**src/rtl/sj_sumsq_responder.sv**
```systemverilog
// Synthesijer-style responder for method "calc": returns sum of i*i for i = 1..n, one term per clock.
// Define SJ_CALC_CYCLES_EN to add the calc_cycles output and its LOOP-cycle counter.
module sj_sumsq_responder #(
  parameter int N_W   = 16,
  parameter int RET_W = 48
) (
  input  logic             clk,
  input  logic             reset,
  input  logic             calc_req,
  input  logic [N_W-1:0]   calc_n,
  output logic             calc_busy,
  output logic [RET_W-1:0] calc_return
`ifdef SJ_CALC_CYCLES_EN
  ,
  output logic [31:0]      calc_cycles
`endif
);

  generate
    if (RET_W < 3 * N_W) begin : g_ret_w_check
      $error("sj_sumsq_responder: RET_W must be >= 3*N_W");
    end
  endgenerate

  typedef enum logic {IDLE, LOOP} state_t;

  state_t           state_q, state_d;
  logic [N_W-1:0]   n_q, n_d;
  logic [N_W:0]     i_q, i_d;
  logic [RET_W-1:0] acc_q, acc_d;
  logic [RET_W-1:0] ret_q, ret_d;
  logic             busy_q, busy_d;
`ifdef SJ_CALC_CYCLES_EN
  logic [31:0]      cnt_q, cnt_d;
  logic [31:0]      cycles_q, cycles_d;
`endif

  // Square of the loop index, zero-extended to the accumulator width.
  function automatic logic [RET_W-1:0] sq_ext(input logic [N_W:0] v);
    logic [2*N_W+1:0] wide_v;
    logic [2*N_W+1:0] prod;
    wide_v = {{(N_W+1){1'b0}}, v};
    prod   = wide_v * wide_v;
    return RET_W'(prod);
  endfunction

  function automatic logic [31:0] sat_inc(input logic [31:0] v);
    return (v == 32'hFFFF_FFFF) ? v : v + 32'd1;
  endfunction

  always_comb begin
    state_d = state_q;
    n_d     = n_q;
    i_d     = i_q;
    acc_d   = acc_q;
    ret_d   = ret_q;
    busy_d  = busy_q;
`ifdef SJ_CALC_CYCLES_EN
    cnt_d    = cnt_q;
    cycles_d = cycles_q;
`endif
    case (state_q)
      IDLE: begin
        if (calc_req) begin
          n_d     = calc_n;
          i_d     = {{N_W{1'b0}}, 1'b1};
          acc_d   = '0;
          busy_d  = 1'b1;
          state_d = LOOP;
`ifdef SJ_CALC_CYCLES_EN
          cnt_d   = '0;
`endif
        end
      end
      LOOP: begin
`ifdef SJ_CALC_CYCLES_EN
        cnt_d = sat_inc(cnt_q);
`endif
        if (i_q <= {1'b0, n_q}) begin
          acc_d = acc_q + sq_ext(i_q);
          i_d   = i_q + 1'b1;
        end else begin
          // Completion cycle: publish result and count this cycle in calc_cycles.
          ret_d   = acc_q;
          busy_d  = 1'b0;
          state_d = IDLE;
`ifdef SJ_CALC_CYCLES_EN
          cycles_d = sat_inc(cnt_q);
`endif
        end
      end
      default: state_d = IDLE;
    endcase
  end

  always_ff @(posedge clk or posedge reset) begin
    if (reset) begin
      state_q <= IDLE;
      n_q     <= '0;
      i_q     <= '0;
      acc_q   <= '0;
      ret_q   <= '0;
      busy_q  <= 1'b0;
`ifdef SJ_CALC_CYCLES_EN
      cnt_q    <= '0;
      cycles_q <= '0;
`endif
    end else begin
      state_q <= state_d;
      n_q     <= n_d;
      i_q     <= i_d;
      acc_q   <= acc_d;
      ret_q   <= ret_d;
      busy_q  <= busy_d;
`ifdef SJ_CALC_CYCLES_EN
      cnt_q    <= cnt_d;
      cycles_q <= cycles_d;
`endif
    end
  end

  assign calc_busy   = busy_q;
  assign calc_return = ret_q;
`ifdef SJ_CALC_CYCLES_EN
  assign calc_cycles = cycles_q;
`endif

endmodule

```
**config.mk**
```make
export PLATFORM = sky130hd
export DESIGN_NAME = sj_sumsq_responder
export DESIGN_NICKNAME = d
export VERILOG_FILES = /design/src/rtl/sj_sumsq_responder.sv
export SDC_FILE = /design/constraint.sdc
export NUM_CORES = 1
export LEC_CHECK = 0
export BUFFER_PORTS_ARGS = -buffer_cell sky130_fd_sc_hd__buf_2
export CAP_MARGIN = 20
export CORE_MARGIN = 1.5
export CORE_UTILIZATION = 50
export CTS_CLUSTER_SIZE = 14
export DETAILED_ROUTE_END_ITERATION = 7
export PLACE_DENSITY = 0.71
export RECOVER_POWER = 50
export SLEW_MARGIN = 20
export SYNTH_ARGS = -nofsm -noshare
export SYNTH_HDL_FRONTEND = slang
export SYNTH_SLANG_ARGS = --single-unit
```
**constraint.sdc**
```tcl
create_clock -name clk -period 14.6 [get_ports clk]
set_input_delay 2.19 -clock clk [delete_from_list [all_inputs] [get_ports clk]]
set_output_delay 2.19 -clock clk [all_outputs]
set_load 0.05 [all_outputs]
```
# ---- Word level (Yosys, flattened, before mapping)
# Cells that the tools add are included.
dict set report word_totals {
  wordCells 31
  in_bits 19
  reg_bits 131
  output_inout_bits 49
}
dict set report classes {
  n_eq_ne 3
  n_reduce_logical 4
  addsub 2
  magnitude_cmp 1
  multipliers 1
  n_mux 12
  bitwise 2
}
# op count
set op_table {}
lappend op_table {{$mux 48} 2}
lappend op_table {{$pmux 48 s2} 1}
lappend op_table {{$add 48x34->48} 1}
lappend op_table {{$mul 17x17->34} 1}
lappend op_table {{$mux 17} 2}
lappend op_table {{$pmux 17 s2} 1}
lappend op_table {{$add 17x1->17 const B} 1}
lappend op_table {{$le 17x16->1} 1}
lappend op_table {{$reduce_and 2->1} 4}
lappend op_table {{$mux 1} 4}
lappend op_table {{$ne 2x2->1 const B} 2}
lappend op_table {{$pmux 1 s2} 2}
lappend op_table {{$ne 2x1->1 const B} 1}
lappend op_table {{$not 1->1} 2}

# ---- Longest topological paths before layout
# Gate-level depths: netlist of run 1.
dict set report depth {
  ltp_word 4
  ltp_mapped 26
  depth_no_buf 24
}

# ---- Worst setup path after synthesis of run 1
# Ideal clock, no wire load.
dict set report synth_timing {
  path_kind {reg-to-reg}
  start {register i_q[2]}
  end {register acc_q[36]}
  required_time_ps 14522
  stages_incl_launch_ff 25
  arrival_ps 6486
  n_path_buf 3
  period_less_slack_ps 6564
  setup_ps 78
  setup_slack_ps 8036
  path_cell_list {dfrtp_1 -> clkbuf_1 -> buf_1 -> nand2_1 -> inv_1 -> fa_1 -> inv_1 -> fa_1 -> fa_1 -> inv_1 -> fa_1 -> fa_1 -> inv_1 -> fa_1 -> inv_1 -> ha_1 -> nand3_1 -> o21ai_0 -> a31oi_4 -> o41ai_4 -> a211oi_2 -> o221a_4 -> buf_6 -> or4_1 -> a21oi_1}
}
dict set report synth_via {
  elab_chain_cells 4
  elab_cells_between_ends 7
  classes_between {add/sub (1); mul (1); order compare (1); eq/ne (1); mux (2); reduce/logical (1)}
}
# item line_no
set synth_lines {}
lappend synth_lines {{start, declared} 29} ;# logic [N_W:0] i_q, i_d;
lappend synth_lines {{start signal, assigned} 111} ;# i_q <= i_d;
lappend synth_lines {{$mul 17x17->34} 43} ;# prod = wide_v * wide_v;
lappend synth_lines {{$add 48x34->48} 80} ;# acc_d = acc_q + sq_ext(i_q);
lappend synth_lines {{$mux 48} 79} ;# if (i_q <= {1'b0, n_q}) begin
lappend synth_lines {{$pmux 48 s2} 62} ;# case (state_q)
lappend synth_lines {{end signal, assigned} 101} ;# acc_q <= '0;
lappend synth_lines {{end signal, assigned} 112} ;# acc_q <= acc_d;
lappend synth_lines {{end, declared} 30} ;# logic [RET_W-1:0] acc_q, acc_d;
# Parallel ways exist; a longest one is shown, timed or not. The select of a mux whose other input is x is not followed.
# A chain may end at the register's enable or synchronous reset.

# ---- Worst setup path in the final report of run 1
dict set report layout_timing {
  start {register i_q[7]}
  end {register acc_q[41]}
}
# The elaborated chain is that of the path after synthesis.

==> results of run 1 <==
-- worst register-to-register path, cell delays in order (launching register included) --
cell,delay (ns)
dfrtp_1,0.90
nand2_1,0.22
fa_1,0.59
inv_1,0.07
fa_1,0.50
inv_1,0.06
fa_1,0.52
inv_1,0.05
fa_1,0.39
fa_1,0.51
inv_1,0.05
fa_1,0.52
inv_1,0.04
ha_1,0.37
a21oi_1,0.45
o21ai_0,0.24
a31oi_1,0.28
nand2_1,0.08
a311o_1,0.44
a41oi_1,0.56
nand4b_1,0.20
xor2_1,0.15
nor2_1,0.06
-- flip-flops by register name, indices dropped and copies added (netlist names) --
| name | flops |
|---|---|
| acc_q | 48 |
| calc_return | 48 |
| i_q | 17 |
| n_q | 16 |
| calc_busy | 1 |
| state_q | 1 |
-- cells in the final DEF (no fill, tap or decap), types with 34 or more instances in the layout --
cell      instances
a21oi_1          44
and2_1           54
clkbuf_1         52
dfrtp_1         131
fa_1            223
ha_1            129
inv_1           408
mux2_2           34
nand2_1         152
nand3_1          50
nor2_1           53
o21ai_0          71
xnor2_1          36
-- synth_stat cells, types with 18 or more instances --
cell type,count,area [um^2]
ha_1,129,1614
a21o_1,18,135.1
a21oi_1,44,220.2
o21ai_0,71,355.3
mux2_2,34,382.9
xnor2_1,36,315.3
nor2_1,53,198.9
nand3_1,50,250.2
xor2_1,18,157.7
and2_1,54,337.8
dfrtp_1,131,3278
clkbuf_1,53,198.9
fa_1,223,4464
nand2_1,153,574.3
inv_1,409,1535
-- cells by family after synthesis --
logic type                 Yosys count  share of synthesized area [%]
buffers and inverters              473                          11.92
DFF                                131                          21.83
adders and majority gates          352                          40.47
AOI/OAI and AO/OA                  195                          8.331
xor gates and xnor gates            54                          3.149
muxes                               34                          2.549
and+or+nand+nor                    371                          11.75
-- stage by stage --
stage | util, % | std cells | setup WS [ns] | hold WS [ns] | cell area, um^2
after global routing | 54.45 | 2041 | 6.625 | 0.5014 | 16140
after CTS | 54.77 | 2041 | 7.339 | 0.4764 | 16230
after floorplan | - | 1610 | 8.036 | 0.4523 | 15020
after detailed placement | 52.80 | 2009 | 7.384 | 0.4607 | 15650
after global placement | 52.80 | 2009 | 7.431 | 0.4542 | 15650
final | 54.45 | 2041 | 7.145 | 0.4735 | 16140
-- how the worst max path moves through the flow --
stage          slack, ns   endpoint  depth (start not counted)    from
5_1_grt             6.63  acc_q[24]                          3   reset
4_1_cts             7.34  acc_q[41]                         22  i_q[7]
3_3_place_gp        7.43  acc_q[41]                         22  i_q[7]
6_report            7.15  acc_q[41]                         22  i_q[7]
3_5_place_dp        7.38  acc_q[41]                         22  i_q[7]
2_1_floorplan       8.04  acc_q[36]                         24  i_q[2]
-- per-layer routing --
metal,share of wire [%],global-route usage (%)
met5,0,0
met4,2.5,8.084
met3,3.9,2.993
met2,49,40.70
met1,45,32.29
-- cell type report --
type / count / area, um^2
fillers: 2690 / 13500
repair buffers: 73 / 310.3
flip-flops and latches: 131 / 3278
inverters: 409 / 1536
clock inverters: 15 / 158.9
multi-input cells: 1006 / 9940
clock buffers: 17 / 425.4
well taps: 390 / 488.0
==> qor.csv, run 1 <==
stage,metric,value,unit
timing,fin_skew,0.01239,ns
clock_tree,holdBufCountCts,0,
run_status,status,"complete, but fails checks",
floorplan,core_area,0.02964,mm^2
floorplan,io_pins,68,
worst_setup_path,crit_path_end_kind,flop,
timing,finalSetupViolCount,0,
logic_synthesis,synth-seq-cells,131,
logic_synthesis,synth_cells,1610,
worst_setup_path,reg2reg_depth,22,
worst_setup_path,crit_buf_inv,5,
worst_setup_path,critical-path-slowest-cell,dfrtp_1,
grt,antenna_found_initial,0,
logic_synthesis,syn_area,0.01502,mm^2
route,drt_wl_total,33750,um
timing,finalMaxSlewViolations,196,
clock_tree,ctsResizeCount,0,
grt,grt_start_max_net_pins,71,
floorplan,dieWidth,176.3,um
floorplan,die-area,0.03109,mm^2
worst_setup_path,cpLargestDelayFamily,adder cells,
timing,layout_min_cycle_time,7.455,ns
worst_setup_path,r2r_slack,7.15,ns
grt,overflow,0,
floorplan,row_count,63,
timing,tightest_slew,3.301,ns
logic_synthesis,async_flop_share,100.0,%
logic_synthesis,synth_nets,1981,
worst_setup_path,timing.rr.start,i_q[7],
clock_tree,clk_latency,0.45,ns
logic_synthesis,synth_edf_count,0,
grt,track_usage,24.13,%
cells_and_area,antenna_cells,0,
worst_setup_path,start_kind,flop,
logic_synthesis,avgSynthCellArea,9.328,um^2
route,wl_per_cell,16.54,um
timing,rsz0062_at_grt,false,
grt,grt_pass1_wl,58840,um
timing,slew-limit-headroom,-121.3,%
timing,clock.fmax,134.1,MHz
route,drt_pre_antenna_iters,5,
min_path,whs_path_depth,2,
min_path,holdCritPathClass,flop to flop,
cells_and_area,drive_above_1_share,5.936,%
clock_tree,cts_buffers,17,
route,vias,10710,
timing,setup_tns,0,ns
grt,grt_pass1_vias,11800,
clock_tree,post-cts-setup-buffers,0,
route,antenna_left,0,
worst_setup_path,worst-endpoint-arrival,7.71,ns
clock_tree,clockBufferDepth,2,
placed_design,gp_congestion,0.8706,
logic_synthesis,synth_cell_types,59,
clock_tree,path_clk_slew,0.08,ns
worst_setup_path,path_class,flop to flop,
worst_setup_path,crit_required,14.86,ns
run_status,violations,"capacitance limit, slew limit",
logic_synthesis,synth_ff_type,dfrtp_1,
clock_tree,cts_root_buf,clkbuf_16,
route,via_per_inst,5.248,
timing,hold_viol,0,
worst_setup_path,critPathMaxStageDelay,0.90,ns
floorplan,fp.dieH,176.3,um
flow_run,maxCapViolCount,4,
placed_design,io_buffers,67,
placed_design,dp_hpwl,26560,um
timing,period_share,51.06,%
min_path,hp-start,calc_busy,
logic_synthesis,yosysWarnings,0,
logic_synthesis,ys_seq_area_share,21.83,%
worst_setup_path,worstPathCellList,nand2_1 > fa_1 > inv_1 > fa_1 > inv_1 > fa_1 > inv_1 > fa_1 > fa_1 > inv_1 > fa_1 > inv_1 > ha_1 > a21oi_1 > o21ai_0 > a31oi_1 > nand2_1 > a311o_1 > a41oi_1 > nand4b_1 > xor2_1 > nor2_1,
clock_tree,cts_tree,yes,
cells_and_area,final_nets,2009,
min_path,hold_end,calc_busy,
clock_tree,cts.sinks,131,
worst_setup_path,path_common_cell,fa_1,
worst_setup_path,cp_max_fo,21,
clock_tree,h-tree-depth,4,
floorplan,start_util,50.67,%
worst_setup_path,worstReg2RegEnd,acc_q[41],
cells_and_area,area_delta_synth_final,7.448,%
route,route.detailed.drc,0,
route,drt_iter0_drc,628,
Power of run 1 is left out: the tool's default activity adds up to more than one toggle a clock period on the data nets, which glitch-free logic cannot reach.
==> inputs of run 2 (changes only) <==
Settings changed: PLACE_DENSITY 0.71 to 0.74.
Clock period 14.6 ns to 6.27 ns, I/O delays scaled along.
==> run 2 against run 1 <==
  * The run ends with capacitance limit, slew limit, setup timing left
  * Non-clock buffer count up 167
  * Flip-flop and latch count unchanged
  * Final cell count is 8.2% higher
  * Wire length is 11% higher
  * Worst hold slack better by 0.00088 ns
  * Cell area increased by 13%
  * Die area did not move
  * Maximum frequency is 18% higher
  * Count of clock-buffer cells in the layout up 2
  * Clock skew shrank 0.0015 ns
  * Critical endpoint is now acc_q[36]
==> qor.csv, run 2 (synthesis gave the netlist of run 1 again) <==
stage,metric,value,unit,change
timing,fin_skew,0.01088,ns,-0.001509 ns
min_path,holdCritPathClass,flop to flop,,
cells_and_area,area_delta_synth_final,21.59,%,
cells_and_area,mostFrequentLayoutCells,"inv_1, fa_1, nand2_1",,
worst_setup_path,cpLargestDelayFamily,adder cells,,
worst_setup_path,start_kind,flop,,
grt,grt_pass1_wl,61860,um,+5.1%
timing,layout_min_cycle_time,6.317,ns,-1.138 ns
timing,period_share,100.8,%,+50 points
placed_design,place_area,0.01665,mm^2,+6.4%
worst_setup_path,worst-endpoint-arrival,6.69,ns,-1.02 ns
clock_tree,clockBufferDepth,2,,unchanged
floorplan,io_pins,68,,unchanged
worst_setup_path,path_class,flop to flop,,
cells_and_area,layout_commonest_cell,inv_1,,
floorplan,die-area,0.03109,mm^2,unchanged
clock_tree,path_clk_slew,0.07,ns,about the same
clock_tree,cts.sinks,131,,unchanged
clock_tree,cts_root_buf,clkbuf_16,,
worst_setup_path,worstPathCellList,buf_6 > and2_4 > fa_1 > inv_1 > fa_1 > fa_1 > inv_2 > fa_1 > fa_1 > inv_1 > fa_1 > inv_2 > ha_4 > buf_6 > a21o_1 > nand2_1 > o21ai_2 > a31oi_4 > o41ai_4 > a211oi_2 > o221a_4 > or4_4 > a21oi_4,,
floorplan,fp.dieH,176.3,um,unchanged
worst_setup_path,crit_path_end_kind,flop,,
clock_tree,holdBufCountCts,0,,unchanged
cells_and_area,drive_above_1_share,24.09,%,+18 points
timing,tightest_slew,2.501,ns,-0.7993 ns
timing,finalSetupViolCount,2,,+2
cells_and_area,final_area,0.01826,mm^2,+13%
clock_tree,cts_buffers,17,,unchanged
route,drt_pre_antenna_iters,5,,unchanged
grt,antenna_found_initial,0,,unchanged
worst_setup_path,r2r_slack,-0.05,ns,-7.19 ns
grt,grt_start_max_net_pins,76,,+7.0%
floorplan,core_area,0.02964,mm^2,unchanged
run_status,status,"complete, but fails checks",,
timing,worst_slack,-0.04735,ns,-7.192 ns
floorplan,dieWidth,176.3,um,unchanged
worst_setup_path,critical-path-slowest-cell,fa_1,,
worst_setup_path,path_common_cell,fa_1,,
worst_setup_path,critPathMaxStageDelay,0.54,ns,-0.36 ns
route,drt_wl_total,37350,um,+11%
grt,overflow,0,,unchanged
cells_and_area,antenna_cells,0,,unchanged
route,drt_iter0_drc,651,,+3.7%
timing,finalMaxSlewViolations,58,,-70%
worst_setup_path,crit_required,6.64,ns,-8.22 ns
grt,grt_pass1_vias,12570,,+6.5%
placed_design,dp_hpwl,28170,um,+6.0%
clock_tree,cts_tree,yes,,
route,route.detailed.drc,0,,unchanged
route,wl_per_cell,16.91,um,+2.3%
flow_run,maxCapViolCount,1,,-3
timing,clock.fmax,158.3,MHz,+18%
cells_and_area,fill_cells,2373,,-12%
placed_design,io_buffers,67,,unchanged
timing,rsz0062_at_grt,true,,
route,vias,11600,,+8.2%
worst_setup_path,cp_max_fo,7,,-67%
cells_and_area,final_nets,2176,,+8.3%
timing,slew-limit-headroom,-67.67,%,+54 points
clock_tree,h-tree-depth,4,,unchanged
route,via_per_inst,5.251,,about the same
floorplan,start_util,50.67,%,unchanged
grt,track_usage,25.38,%,+1.2 points
run_status,violations,"capacitance limit, slew limit, setup timing",,
placed_design,gp_congestion,0.8686,,-0.23%
cells_and_area,fin_util,61.61,%,+7.2 points
floorplan,row_count,63,,unchanged
route,antenna_left,0,,unchanged
clock_tree,clk_latency,0.44,ns,about the same
timing,hold_viol,0,,unchanged
worst_setup_path,crit_buf_inv,6,,+1
-- run 2: layer usage --
| metal | up-vias | track usage, % | routed length (um) |
|---|---|---|---|
| li1 | 5360 | - | - |
| met1 | 5837 | 31.90 | 15230 |
| met2 | 315 | 44.77 | 19320 |
| met3 | 83 | 4.500 | 1745 |
| met4 | 0 | 7.123 | 1056 |
| met5 | - | 0 | 0 |
-- run 2: stage by stage --
step	setup slack, ns	hold WS [ns]	std cells	setup TNS [ns]
5_1_grt	-0.2306	0.4969	2208	-1.506
4_1_cts	0.001446	0.4780	2198	0
3_3_place_gp	-0.07016	0.4586	2136	-0.3455
2_1_floorplan	0.01083	0.4523	1610	0
3_5_place_dp	-0.2343	0.4633	2136	-2.695
6_report	-0.04735	0.4744	2208	-0.09083
-- run 2: final cells by class --
cell class                 count  area [um^2]  share of cell area (%)
tap                          390        488.0                   2.672
inverter                     409         1540                   8.434
clock buffer                  19        432.9                   2.371
multi-input combinational   1006        10550                   57.78
sequential                   131         3296                   18.05
timing repair buffer         240         1803                   9.873
clock inverter                13        150.1                  0.8222
-- run 2: final timing paths --
| check | start | to | cells after the start |
|---|---|---|---|
| worst max-delay path | i_q[10] | acc_q[36] | 23 |
| worst min-delay path | calc_return[21] | calc_return[21] | 2 |
| worst max register to register | i_q[10] | acc_q[36] | 23 |
| worst min register to register | calc_return[21] | calc_return[21] | 2 |
| max in group asynchronous | reset | i_q[9] | 3 |
| min in group asynchronous | reset | calc_return[45] | 2 |
-- run 2: repair_timing --
item	4_1_cts	5_1_grt
endpoints found under the setup margin	20	24
resized for setup	78	99
buffers inserted	30	10
endpoints found under the hold margin	0	0
pin swaps	47	54
-- run 2: tightest hold or removal path, stage by stage (launching register included) --
cell,delay (ns)
dfrtp_1,0.34
nand2_1,0.05
o21ai_0,0.06
Power of run 2 is left out for the same reason.
